### src/rtl/cpu_mem_arbiter.sv
// Arbitrates one SRAM-like memory port between instruction fetch and data access.
// Data has priority with a streak limit; an in-order ID FIFO routes responses back.
module cpu_mem_arbiter #(
   parameter int unsigned OUTSTANDING     = 4,
   parameter int unsigned MAX_DATA_STREAK = 3
) (
   input  logic        clk,
   input  logic        resetn,
   input  logic        inst_req,
   input  logic        inst_wr,
   input  logic [1:0]  inst_size,
   input  logic [31:0] inst_addr,
   input  logic [31:0] inst_wdata,
   output logic        inst_addr_ok,
   output logic        inst_data_ok,
   output logic [31:0] inst_rdata,
   input  logic        data_req,
   input  logic        data_wr,
   input  logic [1:0]  data_size,
   input  logic [31:0] data_addr,
   input  logic [31:0] data_wdata,
   output logic        data_addr_ok,
   output logic        data_data_ok,
   output logic [31:0] data_rdata,
   output logic        mem_req,
   output logic        mem_wr,
   output logic [1:0]  mem_size,
   output logic [31:0] mem_addr,
   output logic [31:0] mem_wdata,
   input  logic        mem_addr_ok,
   input  logic        mem_data_ok,
   input  logic [31:0] mem_rdata,
   output logic        protocol_err
);

   localparam int unsigned PW = $clog2(OUTSTANDING);
   localparam int unsigned CW = PW + 1;
   localparam int unsigned SW = $clog2(MAX_DATA_STREAK + 1);

   typedef enum logic [1:0] {IDLE, HOLD_I, HOLD_D} state_t;

   state_t                 state, state_nxt;
   logic                   own_i, own_d, owner_req, accept, pop, head, full, streak_max;
   logic [PW-1:0]          wr_ptr, rd_ptr;
   logic [CW-1:0]          count;
   logic [SW-1:0]          streak;
   logic [OUTSTANDING-1:0] fifo;

   assign full       = (count == CW'(OUTSTANDING));
   assign streak_max = (streak == SW'(MAX_DATA_STREAK));
   assign head       = fifo[rd_ptr];
   assign pop        = resetn & mem_data_ok & (count != '0);

   // Owner selection, grant hold under back-pressure, and request mux
   always_comb begin
      state_nxt    = state;
      own_i        = 1'b0;
      own_d        = 1'b0;
      mem_wr       = 1'b0;
      mem_size     = 2'd0;
      mem_addr     = 32'd0;
      mem_wdata    = 32'd0;
      inst_addr_ok = 1'b0;
      data_addr_ok = 1'b0;
      case (state)
         IDLE: begin
            own_d = data_req & ~(inst_req & streak_max);
            own_i = ~own_d & inst_req;
         end
         HOLD_I:  own_i = 1'b1;
         HOLD_D:  own_d = 1'b1;
         default: ;
      endcase
      owner_req = (own_i & inst_req) | (own_d & data_req);
      mem_req   = resetn & ~full & owner_req;
      accept    = mem_req & mem_addr_ok;
      case (state)
         IDLE:           if (mem_req && !mem_addr_ok) state_nxt = own_d ? HOLD_D : HOLD_I;
         HOLD_I, HOLD_D: if (!owner_req || accept) state_nxt = IDLE;
         default:        state_nxt = IDLE;
      endcase
      if (own_d) begin
         mem_wr    = data_wr;
         mem_size  = data_size;
         mem_addr  = data_addr;
         mem_wdata = data_wdata;
      end else if (own_i) begin
         mem_wr    = inst_wr;
         mem_size  = inst_size;
         mem_addr  = inst_addr;
         mem_wdata = inst_wdata;
      end
      inst_addr_ok = accept & own_i;
      data_addr_ok = accept & own_d;
   end

   assign inst_data_ok = pop & ~head;
   assign data_data_ok = pop & head;
   assign inst_rdata   = mem_rdata;
   assign data_rdata   = mem_rdata;

   always_ff @(posedge clk or negedge resetn) begin
      if (!resetn) state <= IDLE;
      else         state <= state_nxt;
   end

   // ID FIFO, occupancy, streak and sticky error
   always_ff @(posedge clk or negedge resetn) begin
      if (!resetn) begin
         fifo         <= '0;
         wr_ptr       <= '0;
         rd_ptr       <= '0;
         count        <= '0;
         streak       <= '0;
         protocol_err <= 1'b0;
      end else begin
         if (accept) begin
            fifo[wr_ptr] <= own_d;
            wr_ptr       <= wr_ptr + PW'(1);
            if (own_d && inst_req) streak <= streak_max ? streak : streak + SW'(1);
            else                   streak <= '0;
         end
         if (pop) rd_ptr <= rd_ptr + PW'(1);
         case ({accept, pop})
            2'b10:   count <= count + CW'(1);
            2'b01:   count <= count - CW'(1);
            default: ;
         endcase
         if (mem_data_ok && count == '0) protocol_err <= 1'b1;
      end
   end

endmodule

### config.mk
export PLATFORM = sky130hd
export DESIGN_NAME = cpu_mem_arbiter
export DESIGN_NICKNAME = d
export VERILOG_FILES = /design/src/rtl/cpu_mem_arbiter.sv
export SDC_FILE = /design/constraint.sdc
export NUM_CORES = 1
export LEC_CHECK = 0
export BUFFER_PORTS_ARGS = -buffer_cell sky130_fd_sc_hd__buf_2
export CAP_MARGIN = 10
export CELL_PAD_IN_SITES_DETAIL_PLACEMENT = 1
export CELL_PAD_IN_SITES_GLOBAL_PLACEMENT = 1
export CORE_AREA = 2 2 119 121
export CTS_CLUSTER_DIAMETER = 80
export DETAILED_ROUTE_END_ITERATION = 8
export DIE_AREA = 0 0 121 123
export PLACE_DENSITY = 0.8
export SLEW_MARGIN = 20
export SYNTH_ARGS = -nofsm -noshare
export SYNTH_HDL_FRONTEND = slang
export SYNTH_SLANG_ARGS = --single-unit
### constraint.sdc
create_clock -name clk -period 2.4 [get_ports clk]
set_input_delay 0.48 -clock clk [delete_from_list [all_inputs] [get_ports clk]]
set_output_delay 0.48 -clock clk [all_outputs]
set_load 0.01 [all_outputs]
Word-level counts from Yosys, hierarchy flattened
Cells that the tools add are included.
Storage, ports and cells
  word-level logic and storage cells: 79
  input bits: 172
  register bits after elaboration: 16
Cells by class
  equality and inequality tests: 9
  multiplexer cells: 22
  magnitude comparators: 3
  bitwise operators: 19
  reduce and logical (&&, ||, !) cells: 14
  add/sub/neg operators: 5
Operators by type and width (count)
  $mux 32: 4
  $and 1x1->1: 14
  $mux 2: 7
  $add 2x1->2 const B: 3
  $eq 2x2->1 const B: 3
  $lt 2x3->1 const B: 2
  $ne 2x2->1 const B: 3
  $pmux 3 s2: 1
  $bwmux 4: 1
  $eq 2x1->1 const B: 2
  $logic_and 1x1->1: 4
  $mux 1: 4
  $not 1->1: 4
  $pmux 1 s2: 2
  $pmux 2 s2: 1
  $reduce_and 2->1: 2
  $add 3x1->3 const B: 1
  $eq 3x3->1 const B: 1
  $logic_not 3->1: 1
  $reduce_bool 3->1: 1
  $sub 3x1->3 const B: 1
  $bmux 1 s2: 1
  $demux 1 s2: 1
  $ge 2x1->1 const B: 1
  6 further kinds: 7

Depth between registers and ports, before layout
Gate-level depths: netlist (run 1).
  depth in word-level cells: 14
  mapped depth: 11
  mapped depth without buffers: 11

Worst setup path before layout (run 1)
OpenSTA, ideal clock, no wires.
  kind: register to output
  from: reg state[0]
  to: out mem_addr[16]
  path buffers: 3
  required time: 1.920 ns
  arrival time: 1.678 ns
  stages on the path, launching flop included: 8
  setup slack: 0.242 ns
  path through: dfrtp_1 > inv_1 > ha_1 > buf_4 > a31o_2 > buf_2 > clkbuf_1 > a22o_1
Between the ends
  longest elaborated chain between the ends: 4
  elaborated cells on any way between the ends: 7
  classes of those cells: eq/ne: 2; mux: 4; reduce/logical: 1
Ends and longest elaborated chain
  start, declared: RTL line 42  | state_t state, state_nxt;
  start signal, assigned: RTL line 104  | else state <= state_nxt;
  $eq 2x1->1 / $logic_not 2->1 (equally long branches): RTL line 65  | case (state)
  $pmux 1 s2: RTL line 65
  $mux 32: RTL line 87  | end else if (own_i) begin
  $mux 32 (*): RTL line 82  | if (own_d) begin
  end, declared: RTL line 28  | output logic [31:0] mem_addr,
Every way passes the cells marked *; elsewhere a longest branch is shown, timed or not.

Final worst setup path (run 1)
  from: reg streak[0]
  to: out mem_addr[5]
Between the ends
  longest elaborated chain between the ends: 9
  elaborated cells on any way between the ends: 10
  classes of those cells: eq/ne: 1; mux: 4; bitwise: 5
Ends and longest elaborated chain
  start, declared: RTL line 46  | logic [SW-1:0] streak;
  start signal, assigned: RTL line 120  | if (own_d && inst_req) streak <= streak_max ? streak : streak + SW'(1);
  $eq 2x2->1 (*): RTL line 50  | assign streak_max = (streak == SW'(MAX_DATA_STREAK));
  $and 1x1->1 (*): RTL line 67  | own_d = data_req & ~(inst_req & streak_max);
  $not 1->1 (*): RTL line 67
  $and 1x1->1 (*): RTL line 67
  $not 1->1: RTL line 68  | own_i = ~own_d & inst_req;
  $and 1x1->1: RTL line 68
  $pmux 1 s2: RTL line 65
  $mux 32: RTL line 87
  $mux 32 (*): RTL line 82
Marks and branches as above.

==> results.json, run 1 <==
{
  "async_reset_ff_share_pct": 100,
  "cts_inserted_buffers": 3,
  "ctsHoldBuffers": 0,
  "powerDensity_nw_per_um2": 968,
  "dr_wl_met2_mm": 4.72,
  "synth_area_um2": 2120,
  "timing.final.max_slew_violations": 0,
  "hp-class": "in2async",
  "totalWireLength_mm": 9.25,
  "grt_max_degree": 39,
  "syn_inst": 245,
  "hold_viol": 0,
  "portBuffers": 212,
  "cp_max_fo": 15,
  "syn-num-nets": 427,
  "synth_edf_count": 0,
  "maxCapViolCount": 0,
  "coreArea_um2": 13600,
  "worstSetupStartpointType": "flip-flop",
  "status": "finished clean",
  "seq_area_um2": 400,
  "crit-reg2reg-launch": "state[0]$_DFFE_PN0P_",
  "setup_viol": 0,
  "via_per_inst": 4.24,
  "dp_cells": 568,
  "die-area_um2": 14900,
  "hpwl_mm": 7.24,
  "critPathMaxStageDelay_ps": 410,
  "skew_ps": 3.24,
  "worst_pin_slew_ps": 361,
  "syn2layout_area_growth_pct": 53.1,
  "die_y_um": 123,
  "cts.path.max_buffers": 2,
  "final_antenna_net_count": 0,
  "crit_top_cell": "buf_12",
  "dr.pass1.iters": 4,
  "crit_required_ps": 1920,
  "grt_pass1_wl_mm": 12.2,
  "path_cells": "ha_4, o211ai_1, a21oi_4, buf_12, buf_12, a22o_1, buf_2",
  "cts.sinks": 16,
  "relSlewSlack_pct": 75.8,
  "synthFlopType": "dfrtp_1",
  "cp_slowest_cell": "dfrtp_1",
  "worst_hold_slack_ps": 56.5,
  "instances_no_fill": 581,
  "fin_crit_ps": 2400,
  "start_util_pct": 15.6,
  "routed.top_layer": "met4",
  "fin_nets": 583,
  "power.leakage_nw": 1.74,
  "rr_endpoint": "count[2]$_DFFE_PN0P_",
  "crit_path_end_kind": "output pin",
  "fin_util_pct": 23.8,
  "cts_tree": "done",
  "met3_wirelength_um": 835,
  "crit_path_start": "streak[0]$_DFFE_PN0P_",
  "track_usage_pct": 10.3,
  "fin_crit_sh_pct": 99.9,
  "ys_types": 31,
  "clk_latency_ps": 250,
  "drc_errors": 0,
  "wl_per_cell_um": 15.9,
  "rsz0062_at_grt": "true",
  "r2r_slack_ps": 180,
  "vias": 2462,
  "met1_length_mm": 3.23,
  "ff2ff_path_depth": 11,
  "path_clk_slew_ps": 50,
  "stdcell_area_um2": 3240,
  "h-tree-depth": 1,
  "multi_input_area_um2": 1160,
  "dpl_cell_area_um2": 2990,
  "ir_drop_v": 0.000264,
  "drive_above_1_share_pct": 62.0,
  "ys_seq_elements": 16,
  "crit_arrival_ps": 1920,
  "criticalPathCategory": "reg2out",
  "root_buffer": "clkbuf_16",
  "drtIter0Drc": 62,
  "ioPinCount": 309,
  "yosysSeqAreaShare_pct": 18.9,
  "grt_pass1_vias": 2360,
  "fillers": 1693,
  "crit_path_end": "mem_addr[5]",
  "antenna_found_initial": 1,
  "avgSynthCellArea_um2": 8.65,
  "grt-ovfl-total": 0,
  "place.gp.congestion": 0.759,
  "yosys_warnings": 0,
  "fmax_mhz": 417,
  "rows": 43,
  "dieWidth_um": 121
}
-- logic make-up (layout without fill, tap and decap cells) --
family                   Yosys count  count (layout)  synth area share (%)
AO/OA/AOI/OAI                     93              93                  35.8
buffers and inverters             93             248                  28.9
AND/OR/NAND/NOR                   25              25                  6.08
flip-flops                        16              16                  18.9
adder cells (fa/ha/maj)           10              10                  6.26
XOR/XNOR                           6               6                  2.48
multiplexers                       2               2                  1.59
other                              0               1                     0
-- layout make-up --
class / count / share of cell area [%]
inverter: 13 / 1.50
timing repair buffer: 231 / 40.7
sequential: 16 / 12.3
clock buffer: 4 / 2.74
antenna: 1 / 0.0771
tap: 180 / 6.94
multi-input combinational: 136 / 35.7
-- state kept, by name, summed over array words and instances, names as in the netlist --
signal,cells
protocol_err,1
streak,2
fifo,4
count,3
state,2
rd_ptr,2
wr_ptr,2
-- metrics by stage --
step	setup TNS [ps]	power, mW	setup slack, ps
3_5_place_dp	0	2.57	79.5
5_1_grt	-4180	3.38	-76.8
6_report	0	3.14	2.34
4_1_cts	-79.3	3.07	-10.7
2_1_floorplan	0	1.83	242
3_3_place_gp	0	2.51	181
-- synth_stat cells (all sizes together), types with 2 or more instances --
library cell   n  area, µm²
a31oi          5       31.3
nand2         12       45.0
buf           74        541
inv           13       48.8
nor2           4       15.0
nand4          2       12.5
a22o          68        596
nand3          2       10.0
xor2           2       17.5
ha             9        113
dfrtp         16        400
o21ai          4       20.0
and2           2       12.5
o211ai         5       37.5
a21oi          6       30.0
clkbuf         6       22.5
xnor2          4       35.0
a211oi         2       20.0
-- placed cells by master (no fill, tap or decap), types with 2 or more instances in the layout --
master / netlist / layout
buf_2: 6 / 211
a22o_1: 68 / 68
dfrtp_1: 16 / 16
nand2_1: 12 / 12
buf_4: 68 / 11
inv_1: 12 / 10
ha_1: 9 / 6
buf_12: 0 / 6
o211ai_1: 5 / 5
a21oi_1: 6 / 5
a31oi_1: 5 / 5
clkbuf_16: 0 / 5
nor2_1: 4 / 4
xnor2_1: 4 / 4
inv_2: 1 / 3
nand3_1: 2 / 2
and2_1: 2 / 2
o21ai_0: 2 / 2
xor2_1: 2 / 2
nand4_1: 2 / 2
ha_4: 0 / 2
-- critical path: cells and delay by family, from the launching register on --
family	cells	cell delay (ps)
AOI/OAI and AO/OA	3	630
buffers and inverters	3	440
DFF	1	410
adders and majority gates	1	180
-- worst min path at each step --
stage / start / end / slack (ps)
2_1_floorplan: resetn / count[0]$_DFFE_PN0P_ / 180
3_3_place_gp: resetn / fifo[0]$_DFFE_PN0P_ / 330
3_5_place_dp: resetn / fifo[1]$_DFFE_PN0P_ / 330
4_1_cts: resetn / fifo[1]$_DFFE_PN0P_ / 60
5_1_grt: resetn / fifo[1]$_DFFE_PN0P_ / 70
6_report: resetn / fifo[0]$_DFFE_PN0P_ / 60
-- layer usage --
metal / up-vias / track usage, %
met1: 1139 / 11.0
met2: 129 / 18.2
li1: 1152 / -
met3: 42 / 2.40
met4: 0 / 7.12
met5: - / 0
-- where the power goes --
part	switching [mW]	internal [mW]
Clock	0.118	0.254
Combinational	1.13	1.14
Sequential	0.105	0.390
Total	1.36	1.79
-- repair_timing --
item,in CTS,in global routing
setup buffers,4,2
gates resized for setup,6,5
endpoints found under the setup margin,68,69
gates cloned,1,2
pin swaps,3,2
(Power assumes the default switching activity.)
==> run 2, diff against run 1 <==
--- a/config.mk
+++ b/config.mk
@@ -14,6 +14,7 @@
 export DETAILED_ROUTE_END_ITERATION = 8
 export DIE_AREA = 0 0 121 123
 export PLACE_DENSITY = 0.8
+export SETUP_SLACK_MARGIN = 0.1
 export SLEW_MARGIN = 20
 export SYNTH_ARGS = -nofsm -noshare
 export SYNTH_HDL_FRONTEND = slang
==> results.json, run 2 (synthesis results as in run 1) <==
{
  "cts_inserted_buffers": 3,
  "grt_pass1_vias": 2367,
  "root_buffer": "clkbuf_16",
  "worst_pin_slew_ps": 337,
  "rsz0062_at_grt": "true",
  "dieWidth_um": 121,
  "fmax_mhz": 418,
  "syn2layout_area_growth_pct": 54.5,
  "drive_above_1_share_pct": 62.2,
  "stdcell_area_um2": 3280,
  "power_mw": 3.17,
  "worst_hold_slack_ps": 59.4,
  "powerDensity_nw_per_um2": 968,
  "portBuffers": 212,
  "place.gp.congestion": 0.759,
  "start_util_pct": 15.6,
  "setup_ws_ps": 5.32,
  "critPathMaxStageDelay_ps": 410,
  "drc_errors": 0,
  "cts.sinks": 16,
  "grt_max_degree": 39,
  "ioPinCount": 309,
  "clk_latency_ps": 250,
  "timing.final.max_slew_violations": 0,
  "critical_path_buf_inv_count": 3,
  "hold_viol": 0,
  "hpwl_mm": 7.24,
  "criticalPathCategory": "reg2out",
  "ctsHoldBuffers": 0,
  "drtIter0Drc": 47,
  "vias": 2438,
  "via_per_inst": 4.18,
  "grt-ovfl-total": 0,
  "layout_commonest_cell": "buf_2",
  "fin_nets": 585,
  "cts.path.max_buffers": 2,
  "status": "finished clean",
  "post-place-ws_ps": 79.5,
  "cp_slowest_cell": "dfrtp_1",
  "setup_viol": 0,
  "path_cells": "ha_4, o211ai_1, a21oi_4, buf_12, clkbuf_16, a22o_1, buf_2",
  "crit_required_ps": 1920,
  "instances_no_fill": 583,
  "coreArea_um2": 13600,
  "largest_reg_flops": 4,
  "skew_ps": 2.98,
  "totalWireLength_mm": 9.24,
  "h-tree-depth": 1,
  "track_usage_pct": 10.3,
  "worstSetupStartpointType": "flip-flop",
  "final_cell_mix": "buf_2, a22o_1, dfrtp_1, buf_4, nand2_1",
  "dpl_cell_area_um2": 2990,
  "antenna_found_initial": 1,
  "maxCapViolCount": 0,
  "reg_top3": "fifo (4), count (3)",
  "power.leakage_nw": 1.75,
  "cp_max_fo": 9,
  "relSlewSlack_pct": 77.4,
  "crit_path_end_kind": "output pin",
  "crit_arrival_ps": 1910,
  "path_clk_slew_ps": 50,
  "dr.pass1.iters": 4,
  "final_antenna_net_count": 0,
  "die_y_um": 123,
  "fin_crit_sh_pct": 99.8,
  "grt_pass1_wl_mm": 12.2,
  "regMostFlops": "fifo",
  "wl_per_cell_um": 15.9,
  "fin_crit_ps": 2390,
  "die-area_um2": 14900,
  "path_delay_family": "compound AO/OA/AOI/OAI gates",
  "hp-class": "in2async",
  "cts_tree": "done",
  "tns_ps": 0,
  "ir_drop_v": 0.000263,
  "fin_util_pct": 24.1,
  "dp_cells": 568,
  "rows": 43
}
## run 2: layer usage
metal	part of all wire, %	up-vias	routed length [µm]	global-route usage (%)
met5	0	-	0	0
met4	5.5	0	508	7.12
met3	9.0	44	833	2.40
met2	50	125	4600	18.2
met1	36	1115	3300	11.0
li1	-	1154	-	-
## run 2: path summary, 6_finish.rpt
| kind | startpoint | end | slack, ps | cells past startpoint |
|---|---|---|---|---|
| max | streak[0]$_DFFE_PN0P_ | mem_wdata[10] | 5 | 7 |
| max reg2reg | state[0]$_DFFE_PN0P_ | count[2]$_DFFE_PN0P_ | 130 | 11 |
| min | resetn | fifo[1]$_DFFE_PN0P_ | 60 | 1 |
| min in group clk | protocol_err$_DFFE_PN0P_ | protocol_err$_DFFE_PN0P_ | 480 | 1 |
| max in group asynchronous | resetn | wr_ptr[0]$_DFFE_PN0P_ | 1990 | 2 |
| min reg2reg | protocol_err$_DFFE_PN0P_ | protocol_err$_DFFE_PN0P_ | 480 | 1 |
## run 2: report_power, final
part	internal [mW]	switching, mW	leakage, nW	total (mW)
Clock	0.254	0.117	0.0442	0.371
Sequential	0.390	0.105	0.192	0.495
Combinational	1.16	1.14	1.52	2.30
Total	1.81	1.36	1.75	3.17
## run 2: timing repair
action	4_1_cts	5_1_grt
endpoints found under the setup margin	70	69
setup buffers	4	2
gates cloned	1	3
resized for setup	6	7
pin swaps	4	2
## run 2: cell type report
type                       count  area, µm²
antenna                        1       2.50
clock buffer                   4       88.8
fill                        1694      10300
inverter                      13       48.8
multi-input combinational    136       1160
sequential                    16        400
tap                          180        225
timing repair buffer         233       1350
==> run 3, diff against run 2 <==
--- a/config.mk
+++ b/config.mk
@@ -14,6 +14,7 @@
 export DETAILED_ROUTE_END_ITERATION = 8
 export DIE_AREA = 0 0 121 123
 export PLACE_DENSITY = 0.8
+export RECOVER_POWER = 25
 export SETUP_SLACK_MARGIN = 0.1
 export SLEW_MARGIN = 20
 export SYNTH_ARGS = -nofsm -noshare
==> results.json, run 3 (synthesis results as in run 1) <==
{
  "setup_ws_ps": 5.32,
  "power.leakage_nw": 1.74,
  "antenna_found_initial": 1,
  "ir_drop_v": 0.000263,
  "vias": 2441,
  "worst_pin_slew_ps": 440,
  "path_clk_slew_ps": 50,
  "power_mw": 3.17,
  "regMostFlops": "fifo",
  "crit_arrival_ps": 1910,
  "track_usage_pct": 10.3,
  "dieWidth_um": 121,
  "cp_max_fo": 9,
  "crit_path_end_kind": "output pin",
  "portBuffers": 212,
  "status": "finished clean",
  "maxCapViolCount": 0,
  "powerDensity_nw_per_um2": 970,
  "drc_errors": 0,
  "cts.path.max_buffers": 2,
  "setup_viol": 0,
  "h-tree-depth": 1,
  "cp_slowest_cell": "dfrtp_1",
  "skew_ps": 2.98,
  "post-place-ws_ps": 79.5,
  "fin_nets": 585,
  "totalWireLength_mm": 9.24,
  "rsz0062_at_grt": "true",
  "crit_required_ps": 1920,
  "dr.pass1.iters": 4,
  "final_antenna_net_count": 0,
  "timing.final.max_slew_violations": 0,
  "drive_above_1_share_pct": 61.4,
  "drtIter0Drc": 47,
  "reg_top3": "fifo (4), count (3)",
  "path_cells": "ha_4, o211ai_1, a21oi_4, buf_12, clkbuf_16, a22o_1, buf_2",
  "criticalPathCategory": "reg2out",
  "grt_max_degree": 39,
  "root_buffer": "clkbuf_16",
  "via_per_inst": 4.19,
  "cts_tree": "done",
  "hold_viol": 0,
  "ioPinCount": 309,
  "ctsHoldBuffers": 0,
  "rows": 43,
  "start_util_pct": 15.6,
  "cts_inserted_buffers": 3,
  "relSlewSlack_pct": 70.6,
  "grt-ovfl-total": 0,
  "coreArea_um2": 13600,
  "grt_pass1_wl_mm": 12.2,
  "layout_commonest_cell": "buf_2",
  "fmax_mhz": 418,
  "critical_path_buf_inv_count": 3,
  "grt_pass1_vias": 2367,
  "fin_crit_ps": 2390,
  "wl_per_cell_um": 15.9,
  "cts.sinks": 16,
  "die-area_um2": 14900,
  "syn2layout_area_growth_pct": 54.1,
  "die_y_um": 123,
  "path_delay_family": "compound AO/OA/AOI/OAI gates",
  "critPathMaxStageDelay_ps": 410,
  "fin_crit_sh_pct": 99.8,
  "worstSetupStartpointType": "flip-flop",
  "final_cell_mix": "buf_2, a22o_1, dfrtp_1, nand2_1, buf_4",
  "clk_latency_ps": 250,
  "place.gp.congestion": 0.759,
  "largest_reg_flops": 4,
  "hp-class": "in2async",
  "hpwl_mm": 7.24
}
==> run 3: cell types whose count changed in the layout (fill, tap and decap cells not counted) <==
cell	before	now
buf_2	209	208
clkbuf_1	0	3
buf_4	14	12
==> run 3: where the power goes <==
| group | internal [mW] | switching, mW |
|---|---|---|
| clock network | 0.254 | 0.117 |
| logic | 1.16 | 1.14 |
| registers | 0.390 | 0.105 |
| total | 1.81 | 1.36 |
==> run 3: repair_timing <==
item,in CTS,in global routing
gates cloned,1,3
setup buffers,4,2
resized for setup,6,7
endpoints found under the setup margin,70,69
pin swaps,4,2
==> run 3: routing by layer <==
layer	global-route usage, %	wire [µm]	up-vias
met5	0	0	-
met4	7.12	508	0
met3	2.40	833	44
met2	18.2	4600	125
met1	11.0	3300	1118
li1	-	-	1154
==> run 3: per-stage QoR <==
stage                     area [µm²]  TNS (ps)  util [%]  instances  hold WS, ps
after floorplan                 2120         0         -        245          184
after global placement          2990         0      21.9        568          330
after detailed placement        2990         0      21.9        568          334
after CTS                       3160     -79.3      23.2        577         62.1
after global routing            3270     -3280      24.0        583          159
final                           3270         0      24.0        583          137
==> run 3: worst paths after layout <==
path / from / to / slack, ps / depth (start not counted)
max in group asynchronous: resetn / wr_ptr[0]$_DFFE_PN0P_ / 1600 / 2
setup reg to reg: state[0]$_DFFE_PN0P_ / count[2]$_DFFE_PN0P_ / 130 / 11
setup / recovery: streak[0]$_DFFE_PN0P_ / mem_wdata[10] / 5 / 7
min in group clk: protocol_err$_DFFE_PN0P_ / protocol_err$_DFFE_PN0P_ / 480 / 1
hold reg to reg: protocol_err$_DFFE_PN0P_ / protocol_err$_DFFE_PN0P_ / 480 / 1
hold / removal: resetn / fifo[1]$_DFFE_PN0P_ / 140 / 1
==> run 3: layout make-up <==
cell class | instances | area [µm²]
multi-input cells | 136 | 1160
diodes | 1 | 2.50
clock buffers | 4 | 88.8
well taps | 180 | 225
fillers | 1697 | 10300
flip-flops and latches | 16 | 400
repair buffers | 233 | 1340
inverters | 13 | 48.8
